$ cat config.mk
export PLATFORM = sky130hd
export DESIGN_NAME = hazard_ctrl_flat
export DESIGN_NICKNAME = d
export VERILOG_FILES = /design/src/rtl/hazard_ctrl_if.sv /design/src/rtl/hazard_ctrl.sv /design/src/flat_wrapper.sv
export SDC_FILE = /design/constraint.sdc
export NUM_CORES = 1
export LEC_CHECK = 0
export ABC_AREA = 1
export CAP_MARGIN = 20
export CORE_ASPECT_RATIO = 0.5
export CORE_MARGIN = 2
export CORE_UTILIZATION = 49
export CTS_CLUSTER_SIZE = 20
export DETAILED_ROUTE_END_ITERATION = 10
export PLACE_DENSITY = 0.95
export SYNTH_ARGS = -nofsm -noshare
export SYNTH_HDL_FRONTEND = slang
export SYNTH_SLANG_ARGS = --single-unit
$ cat constraint.sdc
create_clock -name clk -period 6.6 [get_ports clk]
set_clock_uncertainty 0.1 [all_clocks]
set_input_delay 1.98 -clock clk [delete_from_list [all_inputs] [get_ports clk]]
set_output_delay 1.98 -clock clk [all_outputs]
set_load 0.01 [all_outputs]
$ cat src/rtl/hazard_ctrl_if.sv
// Pipeline hazard interface: register indices and timing in, forward selects, stall and
// mult/div status out.
interface hazard_ctrl_if #(
    parameter int AW = 5,
    parameter int CW = 16
);
    logic [AW-1:0] rs_d, rt_d, rs_e, rt_e, rt_m;
    logic [AW-1:0] dst_e, dst_m, dst_w;
    logic [1:0]    tuse_rs_d, tuse_rt_d;
    logic [1:0]    tnew_e, tnew_m;
    logic          md_start_e, md_div_e, md_use_d;
    logic [1:0]    frs_d, frt_d, frs_e, frt_e;
    logic          frt_m;
    logic          stall, flush_e;
    logic          md_busy, md_err;
    logic [CW-1:0] stall_cnt;

    modport master (
        output rs_d, rt_d, rs_e, rt_e, rt_m, dst_e, dst_m, dst_w,
               tuse_rs_d, tuse_rt_d, tnew_e, tnew_m, md_start_e, md_div_e, md_use_d,
        input  frs_d, frt_d, frs_e, frt_e, frt_m, stall, flush_e, md_busy, md_err, stall_cnt
    );

    modport slave (
        input  rs_d, rt_d, rs_e, rt_e, rt_m, dst_e, dst_m, dst_w,
               tuse_rs_d, tuse_rt_d, tnew_e, tnew_m, md_start_e, md_div_e, md_use_d,
        output frs_d, frt_d, frs_e, frt_e, frt_m, stall, flush_e, md_busy, md_err, stall_cnt
    );
endinterface

$ cat src/rtl/hazard_ctrl.sv
// Hazard unit for a 5-stage pipeline: operand forwarding, load-use and mult/div stalls,
// mult/div busy counter and a saturating stall counter.
module hazard_ctrl #(
    parameter int AW       = 5,
    parameter int MULT_CYC = 5,
    parameter int DIV_CYC  = 10,
    parameter int CW       = 16
) (
    input logic         clk,
    input logic         reset,
    hazard_ctrl_if.slave hif
);
    localparam int MAXC = (DIV_CYC > MULT_CYC) ? DIV_CYC : MULT_CYC;
    localparam int MW   = $clog2(MAXC + 1);

    logic [MW-1:0] md_cnt;
    logic          md_err;
    logic [CW-1:0] stall_cnt;
    logic          data_stall, md_stall, stall;

    // Only M (with result ready) and W can feed a consumer; M wins over W.
    function automatic logic [1:0] fwd_sel(input logic [AW-1:0] src, input logic [AW-1:0] dm,
                                           input logic [AW-1:0] dw, input logic [1:0] tm);
        if (src != '0 && src == dm && tm == 2'd0)
            return 2'd1;
        else if (src != '0 && src == dw)
            return 2'd2;
        else
            return 2'd0;
    endfunction

    function automatic logic src_stall(input logic [AW-1:0] src, input logic [1:0] tuse,
                                       input logic [AW-1:0] de, input logic [1:0] te,
                                       input logic [AW-1:0] dm, input logic [1:0] tm);
        return (tuse != 2'd3) && (src != '0) &&
               ((src == de && tuse < te) || (src == dm && tuse < tm));
    endfunction

    assign hif.frs_d = fwd_sel(hif.rs_d, hif.dst_m, hif.dst_w, hif.tnew_m);
    assign hif.frt_d = fwd_sel(hif.rt_d, hif.dst_m, hif.dst_w, hif.tnew_m);
    assign hif.frs_e = fwd_sel(hif.rs_e, hif.dst_m, hif.dst_w, hif.tnew_m);
    assign hif.frt_e = fwd_sel(hif.rt_e, hif.dst_m, hif.dst_w, hif.tnew_m);
    assign hif.frt_m = (hif.rt_m != '0) && (hif.rt_m == hif.dst_w);

    assign data_stall = src_stall(hif.rs_d, hif.tuse_rs_d, hif.dst_e, hif.tnew_e, hif.dst_m, hif.tnew_m)
                      | src_stall(hif.rt_d, hif.tuse_rt_d, hif.dst_e, hif.tnew_e, hif.dst_m, hif.tnew_m);
    assign md_stall   = hif.md_use_d && ((md_cnt != '0) || hif.md_start_e);
    assign stall      = data_stall || md_stall;

    assign hif.stall     = stall;
    assign hif.flush_e   = stall;
    assign hif.md_busy   = (md_cnt != '0);
    assign hif.md_err    = md_err;
    assign hif.stall_cnt = stall_cnt;

    always_ff @(posedge clk) begin
        if (!reset) begin
            md_cnt    <= '0;
            md_err    <= 1'b0;
            stall_cnt <= '0;
        end else begin
            if (stall && stall_cnt != '1)
                stall_cnt <= stall_cnt + CW'(1);
            // A start while busy is rejected outright: the counter holds that cycle.
            if (hif.md_start_e) begin
                if (md_cnt == '0)
                    md_cnt <= hif.md_div_e ? MW'(DIV_CYC) : MW'(MULT_CYC);
                else
                    md_err <= 1'b1;
            end else if (md_cnt != '0) begin
                md_cnt <= md_cnt - MW'(1);
            end
        end
    end
endmodule

$ cat src/flat_wrapper.sv
// flat-port wrapper written by rule: the top's interface ports become plain ports
module hazard_ctrl_flat 
#(
    parameter int AW       = 5,
    parameter int MULT_CYC = 5,
    parameter int DIV_CYC  = 10,
    parameter int CW       = 16
)
  (clk, reset, hif_rs_d, hif_rt_d, hif_rs_e, hif_rt_e, hif_rt_m, hif_dst_e, hif_dst_m, hif_dst_w, hif_tuse_rs_d, hif_tuse_rt_d, hif_tnew_e, hif_tnew_m, hif_md_start_e, hif_md_div_e, hif_md_use_d, hif_frs_d, hif_frt_d, hif_frs_e, hif_frt_e, hif_frt_m, hif_stall, hif_flush_e, hif_md_busy, hif_md_err, hif_stall_cnt);
  hazard_ctrl_if #(.AW(AW), .CW(CW)) hif_i ();
  input logic clk;
  input logic reset;
  input wire logic [$bits(hif_i.rs_d)-1:0] hif_rs_d;
  input wire logic [$bits(hif_i.rt_d)-1:0] hif_rt_d;
  input wire logic [$bits(hif_i.rs_e)-1:0] hif_rs_e;
  input wire logic [$bits(hif_i.rt_e)-1:0] hif_rt_e;
  input wire logic [$bits(hif_i.rt_m)-1:0] hif_rt_m;
  input wire logic [$bits(hif_i.dst_e)-1:0] hif_dst_e;
  input wire logic [$bits(hif_i.dst_m)-1:0] hif_dst_m;
  input wire logic [$bits(hif_i.dst_w)-1:0] hif_dst_w;
  input wire logic [$bits(hif_i.tuse_rs_d)-1:0] hif_tuse_rs_d;
  input wire logic [$bits(hif_i.tuse_rt_d)-1:0] hif_tuse_rt_d;
  input wire logic [$bits(hif_i.tnew_e)-1:0] hif_tnew_e;
  input wire logic [$bits(hif_i.tnew_m)-1:0] hif_tnew_m;
  input wire logic [$bits(hif_i.md_start_e)-1:0] hif_md_start_e;
  input wire logic [$bits(hif_i.md_div_e)-1:0] hif_md_div_e;
  input wire logic [$bits(hif_i.md_use_d)-1:0] hif_md_use_d;
  output wire logic [$bits(hif_i.frs_d)-1:0] hif_frs_d;
  output wire logic [$bits(hif_i.frt_d)-1:0] hif_frt_d;
  output wire logic [$bits(hif_i.frs_e)-1:0] hif_frs_e;
  output wire logic [$bits(hif_i.frt_e)-1:0] hif_frt_e;
  output wire logic [$bits(hif_i.frt_m)-1:0] hif_frt_m;
  output wire logic [$bits(hif_i.stall)-1:0] hif_stall;
  output wire logic [$bits(hif_i.flush_e)-1:0] hif_flush_e;
  output wire logic [$bits(hif_i.md_busy)-1:0] hif_md_busy;
  output wire logic [$bits(hif_i.md_err)-1:0] hif_md_err;
  output wire logic [$bits(hif_i.stall_cnt)-1:0] hif_stall_cnt;
  assign hif_i.rs_d = hif_rs_d;
  assign hif_i.rt_d = hif_rt_d;
  assign hif_i.rs_e = hif_rs_e;
  assign hif_i.rt_e = hif_rt_e;
  assign hif_i.rt_m = hif_rt_m;
  assign hif_i.dst_e = hif_dst_e;
  assign hif_i.dst_m = hif_dst_m;
  assign hif_i.dst_w = hif_dst_w;
  assign hif_i.tuse_rs_d = hif_tuse_rs_d;
  assign hif_i.tuse_rt_d = hif_tuse_rt_d;
  assign hif_i.tnew_e = hif_tnew_e;
  assign hif_i.tnew_m = hif_tnew_m;
  assign hif_i.md_start_e = hif_md_start_e;
  assign hif_i.md_div_e = hif_md_div_e;
  assign hif_i.md_use_d = hif_md_use_d;
  assign hif_frs_d = hif_i.frs_d;
  assign hif_frt_d = hif_i.frt_d;
  assign hif_frs_e = hif_i.frs_e;
  assign hif_frt_e = hif_i.frt_e;
  assign hif_frt_m = hif_i.frt_m;
  assign hif_stall = hif_i.stall;
  assign hif_flush_e = hif_i.flush_e;
  assign hif_md_busy = hif_i.md_busy;
  assign hif_md_err = hif_i.md_err;
  assign hif_stall_cnt = hif_i.stall_cnt;
  hazard_ctrl #(.AW(AW), .MULT_CYC(MULT_CYC), .DIV_CYC(DIV_CYC), .CW(CW)) u_core (.clk(clk), .reset(reset), .hif(hif_i));
endmodule
==> impl_metrics.env <==
export IMPL_outcome="finished, final reports clean"
export IMPL_crit_reg2reg_capture="u_core.hif.stall_cnt[6]"
export IMPL_fillers=362
export IMPL_path_max_fanout=33
export IMPL_synth_warnings=0
export IMPL_final_hold_worst_slack_ns=0.393
export IMPL_r2r_slack_ns=4.72
export IMPL_tritoncts_num_sinks=21
export IMPL_grt_setup_unrepaired="no"
export IMPL_detail_route_drc_violations=0
export IMPL_antenna_cells_inserted=0
export IMPL_post_synthesis_net_count=430
export IMPL_cts_hold_buf=0
export IMPL_main_synth_ff_type="dfxtp_1"
export IMPL_min_path_type="flop to flop"
export IMPL_critical_path_startpoint="hif_tnew_m[1]"
export IMPL_regToRegStartpoint="u_core.md_cnt[0]"
export IMPL_vias=2577
export IMPL_hold_path_startpoint="u_core.md_cnt[1]"
export IMPL_grt_pass1_wl_um=9890
export IMPL_worst_slew_margin_rel_pct=55.1
export IMPL_peakVddDrop_mv=0.153
export IMPL_post_route_worst_setup_slack_ns=0.414
export IMPL_finalHoldViolCount=0
export IMPL_synth_area_top_cells="dfxtp_1, nand2_1, xnor2_1"
export IMPL_ys_async_sr_fraction_pct=0
export IMPL_syn_to_final_growth_pct=38.5
export IMPL_grt_total_usage_pct=23.4
export IMPL_max_slew_worst_pin_slew_ns=0.671
export IMPL_rr_worst_depth=12
export IMPL_drt_wirelength_per_cell_um=12.2
export IMPL_synth_top_cell_by_area="dfxtp_1"
export IMPL_ant_nets=0
export IMPL_clkTransAtPathRegs_ns=0.07
export IMPL_detail_route_wirelength_um=6060
export IMPL_ios=82
export IMPL_path_length_in_cells_of_the_critical_path=9
export IMPL_syn_instance_count=368
export IMPL_port_buffers=81
export IMPL_startpoint_types="input pin"
export IMPL_post_cts_setup_buffer_count=0
export IMPL_post_route_period_util_pct=93.7
export IMPL_cp_required_ns=4.52
export IMPL_floorplan_die_width_um=99.3
export IMPL_dp_worst_setup_slack_ns=0.418
export IMPL_path_common_cell="clkdlybuf4s50_1"
export IMPL_p_leak_nw=1.38
export IMPL_floorplan_die_height_um=51.7
export IMPL_initial_utilization_pct=50.8
export IMPL_fmax_ghz=0.162
export IMPL_worstSetupEndpointType="output pin"
export IMPL_netlist_area_um2=2230
export IMPL_timing_critical_path_to="hif_stall"
export IMPL_seq_area_frac_synth_pct=18.9
export IMPL_synth_avg_cell_area_um2=6.05
export IMPL_clock_tree_htree_level_count=1
export IMPL_cts_resized=0
export IMPL_synth_edff_count=0
export IMPL_grt_antenna_before_repair=0
export IMPL_timing_final_crit_period_ns=6.19
export IMPL_netlist_area_leader_share_pct=18.9
export IMPL_worst_path_dominant_cell_family="buffers and inverters"
export IMPL_finalSetupTns_ns=0
export IMPL_worst_path_cell_trace="clkdlybuf4s50_1 > inv_1 > ha_1 > a21oi_1 > nand4_1 > nand2_1 > nand2_2 > nand3_4 > clkdlybuf4s50_1"
export IMPL_clock_tree_buffer_depth=2
export IMPL_worstSkewPairLatency_ns=0.26
export IMPL_critical_path_class="input pin to output pin"
export IMPL_placeable_core_area_um2=4380
export IMPL_tritoncts_clock_tree="done"
export IMPL_timing_max_transition_violations_final=0
export IMPL_power_density_cell_area_nw_per_um2=163
export IMPL_drt_first_pass_iters=4
export IMPL_post_dp_hpwl_um=4810
export IMPL_cts_buffers_inserted=3
export IMPL_detailedRoute_firstIterationViolations=113
export IMPL_maxCapViolCount=0
export IMPL_design_final_nets=505
export IMPL_grt_pass1_vias=2273
export IMPL_worst_path_largest_cell_delay_ns=0.61
export IMPL_gp_routability_congestion=1.02
export IMPL_largest_net_degree_at_the_start_of_global_routing=34
export IMPL_layout_drive_gt1_share_pct=4.98
export IMPL_dieArea_um2=5130
export IMPL_synth_distinct_cells=35
export IMPL_critPathArrivalTime_ns=4.11
export IMPL_crit_slowest_cell="clkdlybuf4s50_1"
export IMPL_total_congestion_overflow=0
export IMPL_ys_ff_latch=21
export IMPL_route_detailed_vias_per_inst=5.16
export IMPL_cp_buffers_inverters=3
export IMPL_rows=17
export IMPL_cts_root_buffer_cell="clkbuf_8"
export IMPL_report_final_setup_viol=0
[metrics by stage]
step	utilization, %	power, mW	cell area, um^2	std cells
4_1_cts	70.4	0.505	3090	499
3_3_place_gp	69.4	0.410	3040	495
2_1_floorplan	-	0.330	2230	368
3_5_place_dp	69.4	0.419	3040	495
6_report	70.4	0.502	3090	499
5_1_grt	70.4	0.543	3090	499
[placed cells by master (no fill, tap or decap), types with 2 or more instances in the layout]
cell	count
clkbuf_8	3
clkdlybuf4s50_1	81
xor2_1	10
nand2_1	90
xnor2_1	22
nor2_2	2
nor4_1	4
nand4_1	12
or2_2	3
nand2_2	4
o21ai_0	9
nor3_1	7
nor2_1	50
a211oi_1	2
a21oi_1	23
inv_2	5
ha_1	9
inv_1	46
nand3_1	24
dfxtp_1	21
o21bai_1	2
[report_power, final]
| group | internal (mW) | switching (mW) | total, mW |
|---|---|---|---|
| combinational | 0.122 | 0.137 | 0.259 |
| clock | 0.0430 | 0.0417 | 0.0847 |
| sequential | 0.145 | 0.0137 | 0.159 |
| total | 0.310 | 0.192 | 0.502 |
[cells in the mapped netlist (2+ instances only)]
cell and instances:
nand2_1 90, nor2_1 50, inv_1 46, nand3_1 24, a21oi_1 23, xnor2_1 22
dfxtp_1 21, nand4_1 12, xor2_1 10, ha_1 9, o21ai_0 9, nor3_1 7
clkbuf_1 6, inv_2 5, nand2_2 4, nor4_1 4, buf_6 3, or2_2 3
a211oi_1 2, nor2_2 2, o21bai_1 2
[flip-flops by register name, summed over array words and instances (netlist names)]
| name | flops |
|---|---|
| u_core.hif.stall_cnt | 16 |
| u_core.md_cnt | 4 |
| u_core.hif.md_err | 1 |
[worst min-delay path by stage]
stage                     cells past startpoint  slack [ns]                end
after floorplan                               2        0.36   u_core.md_cnt[1]
after global placement                        2        0.36  u_core.hif.md_err
after detailed placement                      2        0.38   u_core.md_cnt[1]
after CTS                                     2        0.39   u_core.md_cnt[1]
after global routing                          2        0.44   u_core.md_cnt[3]
final                                         2        0.39   u_core.md_cnt[1]
[worst min-delay path: cells and delay by family, from the launching register on]
kind            cells  cell delay [ns]
flops               1             0.33
simple gates        1             0.06
compound gates      1             0.06
[per-layer routing]
metal	global-route usage [%]	part of all wire [%]	wire length [um]
met5	0	0	0
met4	5.48	0.99	60
met3	3.49	7.1	428
met2	43.1	46	2780
met1	29.5	46	2800
[cell type report]
type	instances	area [um^2]	area share, %
clock buffers	4	45.0	1.46
inverters	51	191	6.20
multi-input cells	285	1550	50.1
flip-flops and latches	21	420	13.6
well taps	57	71.3	2.31
repair buffers	81	811	26.3
[cell families (layout without fill, tap and decap cells)]
| logic type | after synthesis | count (layout) | share of synthesized area (%) |
|---|---|---|---|
| AO/OA/AOI/OAI | 41 | 41 | 10.8 |
| XOR/XNOR | 32 | 32 | 12.6 |
| adder cells (fa/ha/maj) | 9 | 9 | 5.06 |
| flip-flops | 21 | 21 | 18.9 |
| AND/OR/NAND/NOR | 203 | 203 | 41.0 |
| buffers and inverters | 62 | 136 | 11.7 |
(Power assumes the default switching activity.)
